<file path="config.mk">
export PLATFORM = sky130hd
export DESIGN_NAME = dpram_stream_fifo
export DESIGN_NICKNAME = d
export VERILOG_FILES = /design/src/rtl/crypto_fifo_pkg.sv /design/src/rtl/simple_dpram_sclk.sv /design/src/rtl/dpram_stream_fifo.sv
export SDC_FILE = /design/constraint.sdc
export NUM_CORES = 1
export LEC_CHECK = 0
export ABC_AREA = 1
export BUFFER_PORTS_ARGS = -buffer_cell sky130_fd_sc_hd__buf_2
export CORE_MARGIN = 10
export CORE_UTILIZATION = 38
export CTS_BUF_LIST = sky130_fd_sc_hd__clkbuf_8
export DETAILED_ROUTE_END_ITERATION = 7
export PLACE_DENSITY = 0.6
export SLEW_MARGIN = 20
export SYNTH_ARGS = -nofsm -noshare
export SYNTH_HDL_FRONTEND = slang
export SYNTH_SLANG_ARGS = --single-unit
</file>
<file path="constraint.sdc">
create_clock -name i_clk -period 4.55 [get_ports i_clk]
set_input_delay 0.2275 -clock i_clk [delete_from_list [all_inputs] [get_ports i_clk]]
set_output_delay 0.2275 -clock i_clk [all_outputs]
set_load 0.02 [all_outputs]
</file>
<file path="src/rtl/crypto_fifo_pkg.sv">
// Shared definitions for the crypto datapath stream FIFOs.
// Contents:
//   FIFO_ADDR_WIDTH_DEF / FIFO_DATA_WIDTH_DEF : default geometry
//   fifo_ptr_t                                : pointer type (address bits plus wrap flag)
//   fifo_level()                              : occupancy from a write/read pointer pair
package crypto_fifo_pkg;

    localparam int unsigned FIFO_ADDR_WIDTH_DEF = 4;
    localparam int unsigned FIFO_DATA_WIDTH_DEF = 32;

    // Pointer for the default geometry: low bits address the RAM, MSB is the wrap flag.
    typedef logic [FIFO_ADDR_WIDTH_DEF:0] fifo_ptr_t;

    // Occupancy = (wr - rd) modulo 2^(addr_width+1). Pointers are passed zero-extended.
    function automatic int unsigned fifo_level(input int unsigned wr_ptr,
                                               input int unsigned rd_ptr,
                                               input int unsigned addr_width);
        int unsigned mask;
        mask = (32'd1 << (addr_width + 1)) - 32'd1;
        return (wr_ptr - rd_ptr) & mask;
    endfunction

endpackage

</file>
<file path="src/rtl/simple_dpram_sclk.sv">
// Single-clock dual-port RAM: one synchronous write port, one asynchronous read port.
// Ports:
//   i_clk              clock
//   i_we/i_waddr/i_din write port, written on the rising edge
//   i_raddr            read address
//   o_dout             read data, combinational from the array (or from i_din when
//                      ENABLE_BYPASS is set and the write hits the read address)
module simple_dpram_sclk #(
    parameter int unsigned ADDR_WIDTH    = 4,
    parameter int unsigned DATA_WIDTH    = 32,
    parameter bit          ENABLE_BYPASS = 1'b0
) (
    input  logic                  i_clk,
    input  logic                  i_we,
    input  logic [ADDR_WIDTH-1:0] i_waddr,
    input  logic [DATA_WIDTH-1:0] i_din,
    input  logic [ADDR_WIDTH-1:0] i_raddr,
    output logic [DATA_WIDTH-1:0] o_dout
);

    logic [DATA_WIDTH-1:0] r_mem [1 << ADDR_WIDTH];

    always_ff @(posedge i_clk) begin
        if (i_we) begin
            r_mem[i_waddr] <= i_din;
        end
    end

    always_comb begin
        o_dout = r_mem[i_raddr];
        if (ENABLE_BYPASS && i_we && (i_waddr == i_raddr)) begin
            o_dout = i_din;
        end
    end

endmodule

</file>
<file path="src/rtl/dpram_stream_fifo.sv">
// Valid/ready first-word-fall-through FIFO over simple_dpram_sclk.
// Optional feature macro: DPRAM_FIFO_OUT_REG_EN adds a one-entry output register after the
// RAM read (registered out_valid/out_data, capacity DEPTH+1, 2-cycle write-to-read latency).
// Ports:
//   i_clk, i_rst_n     clock, asynchronous active-low reset
//   i_flush            synchronous clear of both pointers (RAM contents untouched)
//   i_in_valid/o_in_ready/i_in_data     producer stream
//   o_out_valid/i_out_ready/o_out_data  consumer stream
//   o_level            registered occupancy, 0..capacity
//   o_almost_full      registered, level >= AFULL_THRESH
module dpram_stream_fifo
    import crypto_fifo_pkg::*;
#(
    parameter int unsigned ADDR_WIDTH   = FIFO_ADDR_WIDTH_DEF,
    parameter int unsigned DATA_WIDTH   = FIFO_DATA_WIDTH_DEF,
    parameter int unsigned AFULL_THRESH = (1 << ADDR_WIDTH) - 2
) (
    input  logic                  i_clk,
    input  logic                  i_rst_n,
    input  logic                  i_flush,
    input  logic                  i_in_valid,
    output logic                  o_in_ready,
    input  logic [DATA_WIDTH-1:0] i_in_data,
    output logic                  o_out_valid,
    input  logic                  i_out_ready,
    output logic [DATA_WIDTH-1:0] o_out_data,
    output logic [ADDR_WIDTH:0]   o_level,
    output logic                  o_almost_full
);

    localparam int unsigned PTR_W = ADDR_WIDTH + 1;

    logic [PTR_W-1:0]      r_wr_ptr;
    logic [PTR_W-1:0]      r_rd_ptr;
    logic [PTR_W-1:0]      w_wr_nx;
    logic [PTR_W-1:0]      w_rd_nx;
    logic [PTR_W-1:0]      w_level_nx;
    logic [PTR_W-1:0]      r_level;
    logic                  r_afull;
    logic                  w_empty;
    logic                  w_full;
    logic                  w_push;
    logic                  w_rd_adv;
    logic [DATA_WIDTH-1:0] w_ram_dout;

    // Empty/full describe the RAM only; the optional output register is tracked separately.
    assign w_empty    = (r_wr_ptr == r_rd_ptr);
    assign w_full     = (r_wr_ptr[ADDR_WIDTH-1:0] == r_rd_ptr[ADDR_WIDTH-1:0])
                        && (r_wr_ptr[ADDR_WIDTH] != r_rd_ptr[ADDR_WIDTH]);
    assign o_in_ready = !w_full;
    assign w_push     = i_in_valid & o_in_ready;

`ifdef DPRAM_FIFO_OUT_REG_EN
    logic                  r_out_valid;
    logic [DATA_WIDTH-1:0] r_out_data;
    logic                  w_load;
    logic                  w_out_valid_nx;

    // Reload whenever the register is empty or being drained, so a pop and a refill share
    // one edge and throughput stays at one word per cycle.
    assign w_load         = !w_empty && (!r_out_valid || i_out_ready);
    assign w_rd_adv       = w_load;
    assign w_out_valid_nx = w_load || (r_out_valid && !i_out_ready);

    always_ff @(posedge i_clk or negedge i_rst_n) begin
        if (!i_rst_n) begin
            r_out_valid <= 1'b0;
            r_out_data  <= '0;
        end else if (i_flush) begin
            r_out_valid <= 1'b0;
        end else begin
            r_out_valid <= w_out_valid_nx;
            if (w_load) begin
                r_out_data <= w_ram_dout;
            end
        end
    end

    assign o_out_valid = r_out_valid;
    assign o_out_data  = r_out_data;
`else
    assign o_out_valid = !w_empty;
    assign o_out_data  = w_ram_dout;
    assign w_rd_adv    = o_out_valid & i_out_ready;
`endif

    always_comb begin
        w_wr_nx = r_wr_ptr;
        w_rd_nx = r_rd_ptr;
        if (i_flush) begin
            w_wr_nx = '0;
            w_rd_nx = '0;
        end else begin
            if (w_push) begin
                w_wr_nx = r_wr_ptr + PTR_W'(1);
            end
            if (w_rd_adv) begin
                w_rd_nx = r_rd_ptr + PTR_W'(1);
            end
        end
    end

    always_comb begin
        w_level_nx = PTR_W'(fifo_level(32'(w_wr_nx), 32'(w_rd_nx), ADDR_WIDTH));
`ifdef DPRAM_FIFO_OUT_REG_EN
        w_level_nx = w_level_nx + PTR_W'(w_out_valid_nx & !i_flush);
`endif
    end

    always_ff @(posedge i_clk or negedge i_rst_n) begin
        if (!i_rst_n) begin
            r_wr_ptr <= '0;
            r_rd_ptr <= '0;
            r_level  <= '0;
            r_afull  <= 1'b0;
        end else begin
            r_wr_ptr <= w_wr_nx;
            r_rd_ptr <= w_rd_nx;
            r_level  <= w_level_nx;
            r_afull  <= (32'(w_level_nx) >= AFULL_THRESH);
        end
    end

    assign o_level       = r_level;
    assign o_almost_full = r_afull;

    // A flushed push must not touch the RAM either.
    simple_dpram_sclk #(
        .ADDR_WIDTH    (ADDR_WIDTH),
        .DATA_WIDTH    (DATA_WIDTH),
        .ENABLE_BYPASS (1'b0)
    ) u_ram (
        .i_clk   (i_clk),
        .i_we    (w_push & !i_flush),
        .i_waddr (r_wr_ptr[ADDR_WIDTH-1:0]),
        .i_din   (i_in_data),
        .i_raddr (r_rd_ptr[ADDR_WIDTH-1:0]),
        .o_dout  (w_ram_dout)
    );

endmodule

</file>
==> results of run 1 <==
[final timing paths]
path	startpoint	endpoint	slack [ns]
max in group asynchronous	i_rst_n	r_rd_ptr[0]	2.98
min reg2reg	r_wr_ptr[2]	r_wr_ptr[2]	0.71
max	r_rd_ptr[0]	o_out_data[25]	1.12
min	i_in_data[11]	u_ram.r_mem[11][11]	0.50
max reg2reg	r_rd_ptr[0]	o_almost_full	1.68
min in group asynchronous	i_rst_n	r_wr_ptr[1]	0.51
[worst max-delay path, delay by kind of cell (launching register included)]
| kind | cells | cell delay (ns) |
|---|---|---|
| and+or+nand+nor | 2 | 0.38 |
| buffers and inverters | 4 | 1.07 |
| AOI/OAI and AO/OA | 2 | 0.35 |
| DFF | 1 | 0.52 |
[final cells by class]
class                   count  area [um2]
flip-flops and latches    528       15780
clock buffers              90        1239
well taps                 696       870.8
diodes                      1       2.502
clock inverters            66       306.5
fillers                  4835       29880
multi-input cells         886        4581
inverters                  28       111.4
repair buffers            148        1141
[registers in the layout, indices dropped and copies added, names as in the netlist]
register,flops
u_ram.r_mem,512
o_almost_full,1
r_wr_ptr,5
r_rd_ptr,5
o_level,5
[placed cells by master (no fill, tap or decap), types with 16 or more instances in the layout]
cell / synthesis / routed
sky130_fd_sc_hd__clkinv_1: 0 / 21
sky130_fd_sc_hd__nand2_1: 100 / 100
sky130_fd_sc_hd__o211ai_1: 18 / 18
sky130_fd_sc_hd__edfxtp_1: 512 / 512
sky130_fd_sc_hd__o21ai_0: 252 / 252
sky130_fd_sc_hd__clkbuf_8: 0 / 90
sky130_fd_sc_hd__o221ai_1: 46 / 46
sky130_fd_sc_hd__buf_2: 21 / 76
sky130_fd_sc_hd__dlygate4sd3_1: 0 / 40
sky130_fd_sc_hd__nor2_4: 2 / 16
sky130_fd_sc_hd__buf_4: 1 / 23
sky130_fd_sc_hd__inv_1: 20 / 47
sky130_fd_sc_hd__o22ai_1: 82 / 82
sky130_fd_sc_hd__nor2_1: 280 / 266
sky130_fd_sc_hd__nand3_1: 60 / 60
[through the flow]
stage / std cells / utilization / total power, uW / hold WS (ns)
after floorplan: 1543 / - / 6380 / -0.06809
after global placement: 2243 / 0.4084 / 6862 / 0.1665
after detailed placement: 2243 / 0.4084 / 6878 / 0.1642
after CTS: 2439 / 0.4445 / 10630 / 0.4529
after global routing: 2443 / 0.4458 / 11000 / 0.4889
final: 2443 / 0.4458 / 10530 / 0.5041
[power breakdown]
| group | total [uW] | switching, uW | internal (uW) |
|---|---|---|---|
| registers | 5410 | 19.5 | 5390 |
| logic | 1390 | 989 | 405 |
| clock network | 3730 | 1840 | 1890 |
| total | 10500 | 2850 | 7680 |
[kinds of logic after synthesis]
| group | Yosys count |
|---|---|
| buffers and inverters | 129 |
| XOR/XNOR | 4 |
| AO/OA/AOI/OAI | 412 |
| adder cells (fa/ha/maj) | 10 |
| flip-flops | 528 |
| AND/OR/NAND/NOR | 460 |
[metal layers]
layer | GRT usage | up-vias | wire length (um)
met5 | 0 | - | 0
met1 | 0.2117 | 6531 | 22490
met4 | 0.05302 | 0 | 982
met3 | 0.03289 | 69 | 3543
li1 | - | 6057 | -
met2 | 0.2631 | 434 | 25270
==> metrics.json, run 1 <==
{
  "status": {"value": "finished, final reports clean"},
  "post_synth.cell_area_avg": {"value": 13.45, "unit": "um2"},
  "hold_class": {"value": "in -> reg"},
  "initial_core_util": {"value": 0.3848},
  "die_y": {"value": 253.7, "unit": "um"},
  "adder_cell_share_of_the_synthesized_area": {"value": 0.006392},
  "syn2layout_area_growth": {"value": 15.83, "unit": "%"},
  "finish.net_count": {"value": 1724},
  "resized_gates_after_cts": {"value": 0},
  "timing.setup.tns": {"value": 0, "unit": "ns"},
  "synth.top_cell.area_share": {"value": 0.7410},
  "place_area": {"value": 22020, "unit": "um2"},
  "muxShareOfSynthArea": {"value": 0},
  "worstHoldPathCells": {"value": 2},
  "yosys.cell_count.top_type": {"value": "sky130_fd_sc_hd__edfxtp_1"},
  "dr_total_vias": {"value": 13090},
  "synth_top_family_by_area": {"value": "compound AO/OA/AOI/OAI gates"},
  "cts.clk_slew.worst_paths": {"value": 0.06, "unit": "ns"},
  "synth-simple-area-share": {"value": 0.09171},
  "finalWorstSetupSlack": {"value": 1.122, "unit": "ns"},
  "cts_setup_buffers": {"value": 0},
  "post-place-ws": {"value": 1.639, "unit": "ns"},
  "routedWlPerCell": {"value": 21.40, "unit": "um"},
  "gr-usage-all-layers": {"value": 0.1612},
  "number_of_global_route_vias_before_repair": {"value": 13060},
  "critPathSlowestCell": {"value": "sky130_fd_sc_hd__dfrtp_4"},
  "rsz0062_at_grt": {"value": "false"},
  "tightest_slew": {"value": 1.085, "unit": "ns"},
  "setup_violations": {"value": 0},
  "drv_slew": {"value": 0},
  "place_congestion": {"value": 0.7710},
  "cts_tree": {"value": "yes"},
  "final_design_area_no_fill": {"value": 24040, "unit": "um2"},
  "drt-initial-drc-count": {"value": 1205},
  "timing_hold_violations_final": {"value": 0},
  "finalWirelength": {"value": 52290, "unit": "um"},
  "fin_worst_skew": {"value": 0.02387, "unit": "ns"},
  "worst_ep_arrival_time": {"value": 3.20, "unit": "ns"},
  "synth.ff_latch_count": {"value": 528},
  "number_of_enable_type_register_cells_in_the_synthesized_netlist": {"value": 512},
  "xor_xnor_cell_area_share_of_the_yosys_netlist": {"value": 0.002050},
  "synth-seq-area-share": {"value": 0.7603},
  "timing.max_slew.rel_slack": {"value": 0.2762},
  "netlist-cell-type-count": {"value": 31},
  "synthCells": {"value": 1543},
  "grt_antenna_before_repair": {"value": 1},
  "cts_num_sinks": {"value": 528},
  "layout_worst_path_cycle_share": {"value": 0.7534},
  "period_needed": {"value": 3.428, "unit": "ns"},
  "drcViolationCount": {"value": 0},
  "cts_buffers": {"value": 85},
  "maximum_number_of_pins_on_one_net_before_global_route_repair": {"value": 257},
  "timing.reg2reg.worst_path_depth": {"value": 14},
  "mappedNetlistArea": {"value": 20750, "unit": "um2"},
  "grt_first_pass_wirelength": {"value": 79520, "unit": "um"},
  "rows": {"value": 85},
  "crit_path_capture_type": {"value": "output pin"},
  "setup.worst_path.start_class": {"value": "flop"},
  "synth_top_cell_by_area": {"value": "sky130_fd_sc_hd__edfxtp_1"},
  "synth_ff_type": {"value": "sky130_fd_sc_hd__edfxtp_1"},
  "p_per_area": {"value": 438.1, "unit": "nW/um2"},
  "vias_per_cell": {"value": 5.359},
  "quantity_of_hold_fixing_buffers_added_after_cts": {"value": 40},
  "synthesis.yosys.warnings": {"value": 0},
  "ctsHtreeMaxLevel": {"value": 3},
  "vdd_ir_drop_max": {"value": 0.2723, "unit": "mV"},
  "critical_path.max_fanout": {"value": 133},
  "path_cells": {"value": "inv_6 -> buf_12 -> buf_16 -> o21ai_0 -> o221ai_1 -> nand3_1 -> nand3_1 -> buf_2"},
  "power_leakage": {"value": 0.008004, "unit": "uW"},
  "dieArea": {"value": 64350, "unit": "um2"},
  "post_synth_main_area_contributors": {"value": "sky130_fd_sc_hd__edfxtp_1 74%, sky130_fd_sc_hd__o21ai_0 6.1%, sky130_fd_sc_hd__nor2_1 5.1%"},
  "synthesis.nets": {"value": 1590},
  "drtPass1Iterations": {"value": 5},
  "detailedPlacementHpwl": {"value": 27990, "unit": "um"},
  "cts_buffer_depth": {"value": 3},
  "global_route.overflow_total": {"value": 0},
  "cell_types_with_the_highest_counts_after_synthesis": {"value": "512 x sky130_fd_sc_hd__edfxtp_1, 280 x sky130_fd_sc_hd__nor2_1, 252 x sky130_fd_sc_hd__o21ai_0"},
  "detail-route-antenna-nets": {"value": 0},
  "die_width": {"value": 253.7, "unit": "um"},
  "synthesized_area_fraction_occupied_by_ao_oa_aoi_and_oai_cells": {"value": 0.1148},
  "worst_skew_pair.late_latency": {"value": 0.66, "unit": "ns"},
  "placement.io_buffers": {"value": 76},
  "worst_path_largest_cell_delay": {"value": 0.52, "unit": "ns"},
  "achievable-frequency": {"value": 291.7, "unit": "MHz"},
  "num_ports": {"value": 77},
  "timing.critical_path.mode_cell": {"value": "sky130_fd_sc_hd__nand3_1"},
  "layout-drive-gt1-share": {"value": 0.1478},
  "setup.worst_path.class": {"value": "reg -> out"},
  "required_time_at_the_worst_slack_endpoint": {"value": 4.32, "unit": "ns"},
  "maxCapViolations": {"value": 0},
  "core_footprint": {"value": 53920, "unit": "um2"},
  "ctsRootBufferMaster": {"value": "sky130_fd_sc_hd__clkbuf_8"},
  "async_flop_share": {"value": 0.03030}
}
Power figures use the tool's default switching activity.
==> run 2, diff against run 1 <==
--- a/config.mk
+++ b/config.mk
@@ -5,13 +5,13 @@
 export SDC_FILE = /design/constraint.sdc
 export NUM_CORES = 1
 export LEC_CHECK = 0
-export ABC_AREA = 1
+export ABC_AREA = 0
 export BUFFER_PORTS_ARGS = -buffer_cell sky130_fd_sc_hd__buf_2
 export CORE_MARGIN = 10
 export CORE_UTILIZATION = 38
 export CTS_BUF_LIST = sky130_fd_sc_hd__clkbuf_8
 export DETAILED_ROUTE_END_ITERATION = 7
-export PLACE_DENSITY = 0.6
+export PLACE_DENSITY = 0.62
 export SLEW_MARGIN = 20
 export SYNTH_ARGS = -nofsm -noshare
 export SYNTH_HDL_FRONTEND = slang
==> constraint.sdc (replaced) <==
create_clock -name i_clk -period 3.1 [get_ports i_clk]
set_input_delay 0.155 -clock i_clk [delete_from_list [all_inputs] [get_ports i_clk]]
set_output_delay 0.155 -clock i_clk [all_outputs]
set_load 0.02 [all_outputs]
==> metrics.json, run 2 <==
{
  "status": {"value": "finished, final reports clean", "change": "unchanged"},
  "final_design_area_no_fill": {"value": 23930, "unit": "um2", "change": "was 24040 um2"},
  "initial_core_util": {"value": 0.3852, "change": "was 0.3848"},
  "maxCapViolations": {"value": 0, "change": "unchanged"},
  "num_ports": {"value": 77, "change": "unchanged"},
  "setup.worst_path.class": {"value": "reg -> out", "change": "unchanged"},
  "layout-drive-gt1-share": {"value": 0.3715, "change": "was 0.1478"},
  "synth.ff_latch_count": {"value": 528, "change": "unchanged"},
  "required_time_at_the_worst_slack_endpoint": {"value": 2.94, "unit": "ns", "change": "was 4.32 ns"},
  "grt_first_pass_wirelength": {"value": 65720, "unit": "um", "change": "was 79520 um"},
  "maximum_number_of_pins_on_one_net_before_global_route_repair": {"value": 131, "change": "was 257"},
  "rows": {"value": 84, "change": "was 85"},
  "syn2layout_area_growth": {"value": 17.76, "unit": "%", "change": "was 15.83%"},
  "number_of_enable_type_register_cells_in_the_synthesized_netlist": {"value": 512, "change": "unchanged"},
  "drtPass1Iterations": {"value": 5, "change": "unchanged"},
  "vias_per_cell": {"value": 5.209, "change": "was 5.359"},
  "routedWlPerCell": {"value": 24.79, "unit": "um", "change": "was 21.40 um"},
  "ctsHtreeMaxLevel": {"value": 3, "change": "unchanged"},
  "period_needed": {"value": 3.068, "unit": "ns"},
  "ctsRootBufferMaster": {"value": "sky130_fd_sc_hd__clkbuf_8", "change": "unchanged"},
  "tightest_slew": {"value": 0.8976, "unit": "ns", "change": "was 1.085 ns"},
  "core_footprint": {"value": 52760, "unit": "um2", "change": "was 53920 um2"},
  "power_leakage": {"value": 0.007537, "unit": "uW", "change": "was 0.008004 uW"},
  "groute.layer.met2.usage": {"value": 0.2375, "change": "was 0.2631"},
  "async_flop_share": {"value": 0.03030, "change": "unchanged"},
  "setup_violations": {"value": 0, "change": "unchanged"},
  "drv_slew": {"value": 0, "change": "unchanged"},
  "register_area": {"value": 15790, "unit": "um2", "change": "was 15780 um2"},
  "fin_worst_skew": {"value": 0.02571, "unit": "ns", "change": "was 0.02387 ns"},
  "placement.io_buffers": {"value": 76, "change": "unchanged"},
  "post_synth_main_area_contributors": {"value": "sky130_fd_sc_hd__edfxtp_1 76%, sky130_fd_sc_hd__mux4_2 18%, sky130_fd_sc_hd__dfrtp_1 2.0%", "change": "was sky130_fd_sc_hd__edfxtp_1 74%, sky130_fd_sc_hd__o21ai_0 6.1%, sky130_fd_sc_hd__nor2_1 5.1%"},
  "multi_input_area": {"value": 4431, "unit": "um2", "change": "was 4581 um2"},
  "achievable-frequency": {"value": 325.9, "unit": "MHz"},
  "hold_class": {"value": "in -> reg", "change": "unchanged"},
  "detail-route-antenna-nets": {"value": 0, "change": "unchanged"},
  "cell_types_with_the_highest_counts_after_synthesis": {"value": "512 x sky130_fd_sc_hd__edfxtp_1, 160 x sky130_fd_sc_hd__mux4_2, 26 x sky130_fd_sc_hd__nor2_1", "change": "was 512 x sky130_fd_sc_hd__edfxtp_1, 280 x sky130_fd_sc_hd__nor2_1, 252 x sky130_fd_sc_hd__o21ai_0"},
  "cts_num_sinks": {"value": 528, "change": "unchanged"},
  "post_synth.cell_area_avg": {"value": 24.22, "unit": "um2", "change": "was 13.45 um2"},
  "timing.max_slew.rel_slack": {"value": 0.4016, "change": "was 0.2762"},
  "finalWorstSetupSlack": {"value": 0.03175, "unit": "ns", "change": "was 1.122 ns"},
  "netlist-cell-type-count": {"value": 35, "change": "was 31"},
  "yosys.cell_count.top_type": {"value": "sky130_fd_sc_hd__edfxtp_1", "change": "unchanged"},
  "die_width": {"value": 251.3, "unit": "um", "change": "was 253.7 um"},
  "synth_top_cell_by_area": {"value": "sky130_fd_sc_hd__edfxtp_1", "change": "unchanged"},
  "worst_ep_arrival_time": {"value": 2.91, "unit": "ns", "change": "was 3.20 ns"},
  "setup.worst_path.start_class": {"value": "flop", "change": "unchanged"},
  "rsz0062_at_grt": {"value": "true", "change": "was false"},
  "crit_path_capture_type": {"value": "output pin", "change": "unchanged"},
  "synthesis.yosys.warnings": {"value": 0, "change": "unchanged"},
  "gr-usage-all-layers": {"value": 0.1402, "change": "was 0.1612"},
  "final_cell_mix": {"value": "512 x sky130_fd_sc_hd__edfxtp_1, 160 x sky130_fd_sc_hd__mux4_2, 88 x sky130_fd_sc_hd__clkbuf_8, 72 x sky130_fd_sc_hd__buf_2, 37 x sky130_fd_sc_hd__dlygate4sd3_1", "change": "was 512 x sky130_fd_sc_hd__edfxtp_1, 266 x sky130_fd_sc_hd__nor2_1, 252 x sky130_fd_sc_hd__o21ai_0, 100 x sky130_fd_sc_hd__nand2_1, 90 x sky130_fd_sc_hd__clkbuf_8"},
  "synth-seq-area-share": {"value": 0.7762, "change": "was 0.7603"},
  "place_congestion": {"value": 0.7274, "change": "was 0.7710"},
  "finalWirelength": {"value": 44170, "unit": "um", "change": "was 52290 um"},
  "synthCells": {"value": 839, "change": "was 1543"},
  "place_area": {"value": 21840, "unit": "um2", "change": "was 22020 um2"},
  "reg2reg_setup_slack": {"value": 0.15, "unit": "ns", "change": "was 1.68 ns"},
  "cts_tree": {"value": "yes", "change": "unchanged"},
  "synthesis.nets": {"value": 886, "change": "was 1590"},
  "global_route.overflow_total": {"value": 0, "change": "unchanged"},
  "mostFrequentLayoutCell": {"value": "sky130_fd_sc_hd__edfxtp_1", "change": "unchanged"},
  "cts_buffer_depth": {"value": 3, "change": "unchanged"},
  "cts.clk_slew.worst_paths": {"value": 0.06, "unit": "ns", "change": "about the same"},
  "globalRoute.busiestLayer": {"value": "met2", "change": "unchanged"},
  "top_register": {"value": "u_ram.r_mem", "change": "unchanged"},
  "synth_ff_type": {"value": "sky130_fd_sc_hd__edfxtp_1", "change": "unchanged"},
  "dieArea": {"value": 63140, "unit": "um2", "change": "was 64350 um2"},
  "die_y": {"value": 251.3, "unit": "um", "change": "was 253.7 um"},
  "critical_path.max_fanout": {"value": 130, "change": "was 133"},
  "timing.setup.tns": {"value": 0, "unit": "ns", "change": "unchanged"},
  "largest_reg_flops": {"value": 512, "change": "unchanged"},
  "worst_skew_pair.late_latency": {"value": 0.63, "unit": "ns", "change": "was 0.66 ns"},
  "number_of_global_route_vias_before_repair": {"value": 10160, "change": "was 13060"},
  "dr_total_vias": {"value": 9282, "change": "was 13090"},
  "drt-initial-drc-count": {"value": 799, "change": "was 1205"},
  "finish.net_count": {"value": 1080, "change": "was 1724"},
  "filler_cell_count": {"value": 4424, "change": "was 4835"},
  "hold-worst-slack": {"value": 0.09896, "unit": "ns", "change": "was 0.5041 ns"},
  "groute.layer.met1.usage": {"value": 0.1787, "change": "was 0.2117"},
  "drcViolationCount": {"value": 0, "change": "unchanged"},
  "vdd_ir_drop_max": {"value": 0.3171, "unit": "mV", "change": "was 0.2723 mV"},
  "post-place-ws": {"value": 0.09094, "unit": "ns", "change": "was 1.639 ns"},
  "detailedPlacementHpwl": {"value": 22220, "unit": "um", "change": "was 27990 um"},
  "p_per_area": {"value": 644.3, "unit": "nW/um2", "change": "was 438.1 nW/um2"},
  "timing_hold_violations_final": {"value": 0, "change": "unchanged"},
  "cts_buffers": {"value": 84, "change": "was 85"},
  "layout_worst_path_cycle_share": {"value": 0.9898},
  "grt.met3_usage": {"value": 0.02775, "change": "was 0.03289"},
  "grt_antenna_before_repair": {"value": 3, "change": "was 1"},
  "mappedNetlistArea": {"value": 20320, "unit": "um2", "change": "was 20750 um2"},
  "synth.top_cell.area_share": {"value": 0.7565, "change": "was 0.7410"}
}
-- run 2: changes by cell type in the layout (fill, tap and decap cells not counted), sizes merged, moves of 18 or more --
cell / before / now
inv: 55 / 32
mux4: 0 / 160
nand2: 103 / 13
nand3: 63 / 3
nor2: 284 / 26
o211ai: 18 / 0
o21ai: 260 / 2
o221ai: 46 / 1
o22ai: 82 / 0
-- run 2: kinds of logic after synthesis --
family | count (synthesis) | share of synthesized area
AND/OR/NAND/NOR | 57 | 0.01287
multiplexers | 162 | 0.1783
buffers and inverters | 50 | 0.01404
XOR/XNOR | 15 | 0.006464
AO/OA/AOI/OAI | 17 | 0.005664
adder cells (fa/ha/maj) | 10 | 0.006526
flip-flops | 528 | 0.7762
-- run 2: worst paths after layout --
path,start,cells past startpoint,to
max in group asynchronous,i_rst_n,3,r_rd_ptr[0]
hold / removal,i_in_valid,4,r_wr_ptr[4]
hold reg to reg,r_rd_ptr[4],1,r_rd_ptr[4]
setup / recovery,r_rd_ptr[1],4,o_out_data[23]
min in group asynchronous,i_rst_n,3,o_level[2]
setup reg to reg,r_rd_ptr[0],12,o_almost_full
-- run 2: where the power goes --
group | internal, uW | switching [uW]
clock network | 2710 | 2610
registers | 7910 | 45.4
logic | 1090 | 1050
-- run 2: metal layers --
layer / share of wire / wire length, um
met5: 0.00048 / 21
met4: 0.019 / 835
met3: 0.047 / 2079
met2: 0.51 / 22640
met1: 0.42 / 18590
-- run 2: cell type report --
type,instances,share of cell area
clock inverter,58,0.01166
clock buffer,88,0.05060
sequential,528,0.6595
inverter,7,0.001098
timing repair buffer,151,0.05594
tap,688,0.03597
multi-input combinational,261,0.1851
antenna,1,0.0001046
-- run 2: per-stage QoR --
step / power [uW] / util / cells
after floorplan: 9561 / - / 839
after global placement: 10040 / 0.4140 / 1591
after detailed placement: 10060 / 0.4140 / 1591
after CTS: 15520 / 0.4503 / 1775
after global routing: 16120 / 0.4536 / 1782
final: 15420 / 0.4536 / 1782
-- run 2: critical path, cell delays in order (launching register included) --
cell	delay, ns
sky130_fd_sc_hd__dfrtp_4	0.46
sky130_fd_sc_hd__buf_16	0.53
sky130_fd_sc_hd__mux4_2	0.41
sky130_fd_sc_hd__mux4_2	0.53
sky130_fd_sc_hd__buf_4	0.19
-- run 2: timing repair --
item                                   4_1_cts  5_1_grt
pin swaps                                    0        0
hold buffers                                37        0
gates resized for setup                      6       16
buffers inserted                             0        3
setup endpoints to repair                   32       16
gates cloned                                 1        3
endpoints found under the hold margin      537        0
==> run 3, diff against run 2 <==
--- a/config.mk
+++ b/config.mk
@@ -7,9 +7,10 @@
 export LEC_CHECK = 0
 export ABC_AREA = 0
 export BUFFER_PORTS_ARGS = -buffer_cell sky130_fd_sc_hd__buf_2
+export CORE_ASPECT_RATIO = 1.25
 export CORE_MARGIN = 10
 export CORE_UTILIZATION = 38
-export CTS_BUF_LIST = sky130_fd_sc_hd__clkbuf_8
+export CTS_BUF_LIST = sky130_fd_sc_hd__clkbuf_4
 export DETAILED_ROUTE_END_ITERATION = 7
 export PLACE_DENSITY = 0.62
 export SLEW_MARGIN = 20
==> metrics.json, run 3 (synthesis results as in run 2) <==
{
  "dpl.cell_count": {"value": 1574, "change": "was 1591"},
  "grt.met3_usage": {"value": 0.03357, "change": "was 0.02775"},
  "rsz0062_at_grt": {"value": "true", "change": "unchanged"},
  "post-place-ws": {"value": 0.09805, "unit": "ns", "change": "was 0.09094 ns"},
  "detailedPlacementHpwl": {"value": 21600, "unit": "um", "change": "was 22220 um"},
  "power_leakage": {"value": 0.007702, "unit": "uW", "change": "was 0.007537 uW"},
  "status": {"value": "finished, final reports clean", "change": "unchanged"},
  "finish.net_count": {"value": 1124, "change": "was 1080"},
  "achievable-frequency": {"value": 327.3, "unit": "MHz", "change": "was 325.9 MHz"},
  "cts_num_sinks": {"value": 528, "change": "unchanged"},
  "power.total": {"value": 15790, "unit": "uW", "change": "was 15420 uW"},
  "worst_ep_arrival_time": {"value": 2.90, "unit": "ns", "change": "was 2.91 ns"},
  "cts_buffer_depth": {"value": 3, "change": "unchanged"},
  "maxCapViolations": {"value": 0, "change": "unchanged"},
  "timing_hold_violations_final": {"value": 0, "change": "unchanged"},
  "cts.clk_slew.worst_paths": {"value": 0.07, "unit": "ns", "change": "was 0.06 ns"},
  "dieArea": {"value": 63190, "unit": "um2", "change": "was 63140 um2"},
  "vias_per_cell": {"value": 5.299, "change": "was 5.209"},
  "place_congestion": {"value": 0.7631, "change": "was 0.7274"},
  "required_time_at_the_worst_slack_endpoint": {"value": 2.94, "unit": "ns", "change": "about the same"},
  "layout_worst_path_cycle_share": {"value": 0.9856, "change": "was 0.9898"},
  "syn2layout_area_growth": {"value": 19.23, "unit": "%", "change": "was 17.76%"},
  "crit_path_capture_type": {"value": "output pin", "change": "unchanged"},
  "p_per_area": {"value": 651.4, "unit": "nW/um2", "change": "was 644.3 nW/um2"},
  "finalWorstSetupSlack": {"value": 0.04468, "unit": "ns", "change": "was 0.03175 ns"},
  "ctsHtreeMaxLevel": {"value": 3, "change": "unchanged"},
  "number_of_global_route_vias_before_repair": {"value": 10430, "change": "was 10160"},
  "worst_skew_pair.late_latency": {"value": 0.82, "unit": "ns", "change": "was 0.63 ns"},
  "final_core_util": {"value": 0.4589, "change": "was 0.4536"},
  "setup.worst_path.class": {"value": "reg -> out", "change": "unchanged"},
  "vdd_ir_drop_max": {"value": 0.2488, "unit": "mV", "change": "was 0.3171 mV"},
  "top_register": {"value": "u_ram.r_mem", "change": "unchanged"},
  "grt_first_pass_wirelength": {"value": 67290, "unit": "um", "change": "was 65720 um"},
  "final_cell_mix": {"value": "512 x sky130_fd_sc_hd__edfxtp_1, 177 x sky130_fd_sc_hd__clkbuf_4, 160 x sky130_fd_sc_hd__mux4_2, 61 x sky130_fd_sc_hd__buf_2, 38 x sky130_fd_sc_hd__dlygate4sd3_1", "change": "was 512 x sky130_fd_sc_hd__edfxtp_1, 160 x sky130_fd_sc_hd__mux4_2, 88 x sky130_fd_sc_hd__clkbuf_8, 72 x sky130_fd_sc_hd__buf_2, 37 x sky130_fd_sc_hd__dlygate4sd3_1"},
  "routedWlPerCell": {"value": 24.85, "unit": "um", "change": "was 24.79 um"},
  "hold_class": {"value": "in -> reg", "change": "unchanged"},
  "drtPass1Iterations": {"value": 5, "change": "unchanged"},
  "rows": {"value": 94, "change": "was 84"},
  "gr-usage-all-layers": {"value": 0.1462, "change": "was 0.1402"},
  "fin_cells": {"value": 1841, "change": "was 1782"},
  "core_footprint": {"value": 52810, "unit": "um2", "change": "was 52760 um2"},
  "tightest_slew": {"value": 0.9315, "unit": "ns", "change": "was 0.8976 ns"},
  "period_needed": {"value": 3.055, "unit": "ns", "change": "was 3.068 ns"},
  "num_ports": {"value": 77, "change": "unchanged"},
  "critical_path.max_fanout": {"value": 7, "change": "was 130"},
  "grt_antenna_before_repair": {"value": 3, "change": "unchanged"},
  "drv_slew": {"value": 0, "change": "unchanged"},
  "die_width": {"value": 226.9, "unit": "um", "change": "was 251.3 um"},
  "cts_buffers": {"value": 119, "change": "was 84"},
  "globalRoute.busiestLayer": {"value": "met2", "change": "unchanged"},
  "die_y": {"value": 278.6, "unit": "um", "change": "was 251.3 um"},
  "fin_worst_skew": {"value": 0.05914, "unit": "ns", "change": "was 0.02571 ns"},
  "drt-initial-drc-count": {"value": 819, "change": "was 799"},
  "initial_core_util": {"value": 0.3849, "change": "was 0.3852"},
  "placement.io_buffers": {"value": 76, "change": "unchanged"},
  "mostFrequentLayoutCell": {"value": "sky130_fd_sc_hd__edfxtp_1", "change": "unchanged"},
  "detail-route-antenna-nets": {"value": 0, "change": "unchanged"},
  "layout-drive-gt1-share": {"value": 0.4238, "change": "was 0.3715"},
  "setup.worst_path.start_class": {"value": "flop", "change": "unchanged"},
  "hold-worst-slack": {"value": 0.2514, "unit": "ns", "change": "was 0.09896 ns"},
  "groute.layer.met1.usage": {"value": 0.1840, "change": "was 0.1787"},
  "dr_total_vias": {"value": 9755, "change": "was 9282"},
  "largest_reg_flops": {"value": 512, "change": "unchanged"},
  "setup_violations": {"value": 0, "change": "unchanged"},
  "groute.layer.met2.usage": {"value": 0.2438, "change": "was 0.2375"},
  "cts_tree": {"value": "yes", "change": "unchanged"},
  "maximum_number_of_pins_on_one_net_before_global_route_repair": {"value": 62, "change": "was 131"},
  "finalWirelength": {"value": 45750, "unit": "um", "change": "was 44170 um"},
  "timing.max_slew.rel_slack": {"value": 0.3790, "change": "was 0.4016"},
  "global_route.overflow_total": {"value": 0, "change": "unchanged"},
  "drcViolationCount": {"value": 0, "change": "unchanged"},
  "ctsRootBufferMaster": {"value": "sky130_fd_sc_hd__clkbuf_4", "change": "was sky130_fd_sc_hd__clkbuf_8"}
}
run 3: cell types whose count changed in the layout (fill, tap and decap cells not counted), sizes merged:
| cell | before | now |
|---|---|---|
| clkinv | 31 | 30 |
| clkbuf | 90 | 178 |
| bufinv | 1 | 3 |
| buf | 112 | 121 |
| inv | 32 | 8 |
| dlygate4sd3 | 37 | 38 |
run 3: path summary, 6_finish.rpt:
kind,startpoint,to,slack (ns),cells past startpoint
hold reg to reg,r_rd_ptr[4],r_rd_ptr[4],0.65,1
hold / removal,i_in_data[8],u_ram.r_mem[1][8],0.25,2
setup reg to reg,r_rd_ptr[0],o_almost_full,0.07,13
min in group asynchronous,i_rst_n,r_wr_ptr[0],0.53,3
max in group asynchronous,i_rst_n,r_rd_ptr[0],2.00,3
setup / recovery,r_rd_ptr[0],o_out_data[12],0.04,6
run 3: through the flow:
stage / TNS [ns] / instance area, um2
2_1_floorplan: 0 / 20320
5_1_grt: -0.9583 / 24230
6_report: 0 / 24230
3_5_place_dp: 0 / 21800
3_3_place_gp: 0 / 21800
4_1_cts: -0.3427 / 24140
run 3: final cells by class:
cell class              count  area, um2
flip-flops and latches    528      15790
inverters                   7      26.28
clock buffers             177       1329
fillers                  4362      28580
diodes                      1      2.502
well taps                 672      840.8
multi-input cells         261       4409
repair buffers            160       1609
clock inverters            35      230.2
run 3: critical path, stage by stage (launching register included):
cell and delay [ns]:
sky130_fd_sc_hd__dfrtp_4 0.43, sky130_fd_sc_hd__buf_12 0.15, sky130_fd_sc_hd__buf_6 0.14, sky130_fd_sc_hd__buf_16 0.14
sky130_fd_sc_hd__mux4_2 0.51, sky130_fd_sc_hd__mux4_2 0.56, sky130_fd_sc_hd__buf_6 0.17
run 3: routing by layer:
| layer | up-vias | part of all wire |
|---|---|---|
| li1 | 4167 | - |
| met5 | - | 0.00031 |
| met2 | 317 | 0.51 |
| met4 | 4 | 0.021 |
| met1 | 5189 | 0.41 |
| met3 | 78 | 0.060 |
run 3: timing repair:
action | in CTS | in global routing
cloned | 7 | 1
hold endpoints to repair | 541 | 0
setup endpoints to repair | 32 | 32
buffers inserted | 4 | 4
hold buffers | 38 | 0
pin swaps | 0 | 3
resized for setup | 47 | 10
run 3: where the power goes:
group,internal (uW),switching [uW]
Combinational,1250,1150
Sequential,7910,28.5
Clock,2850,2590
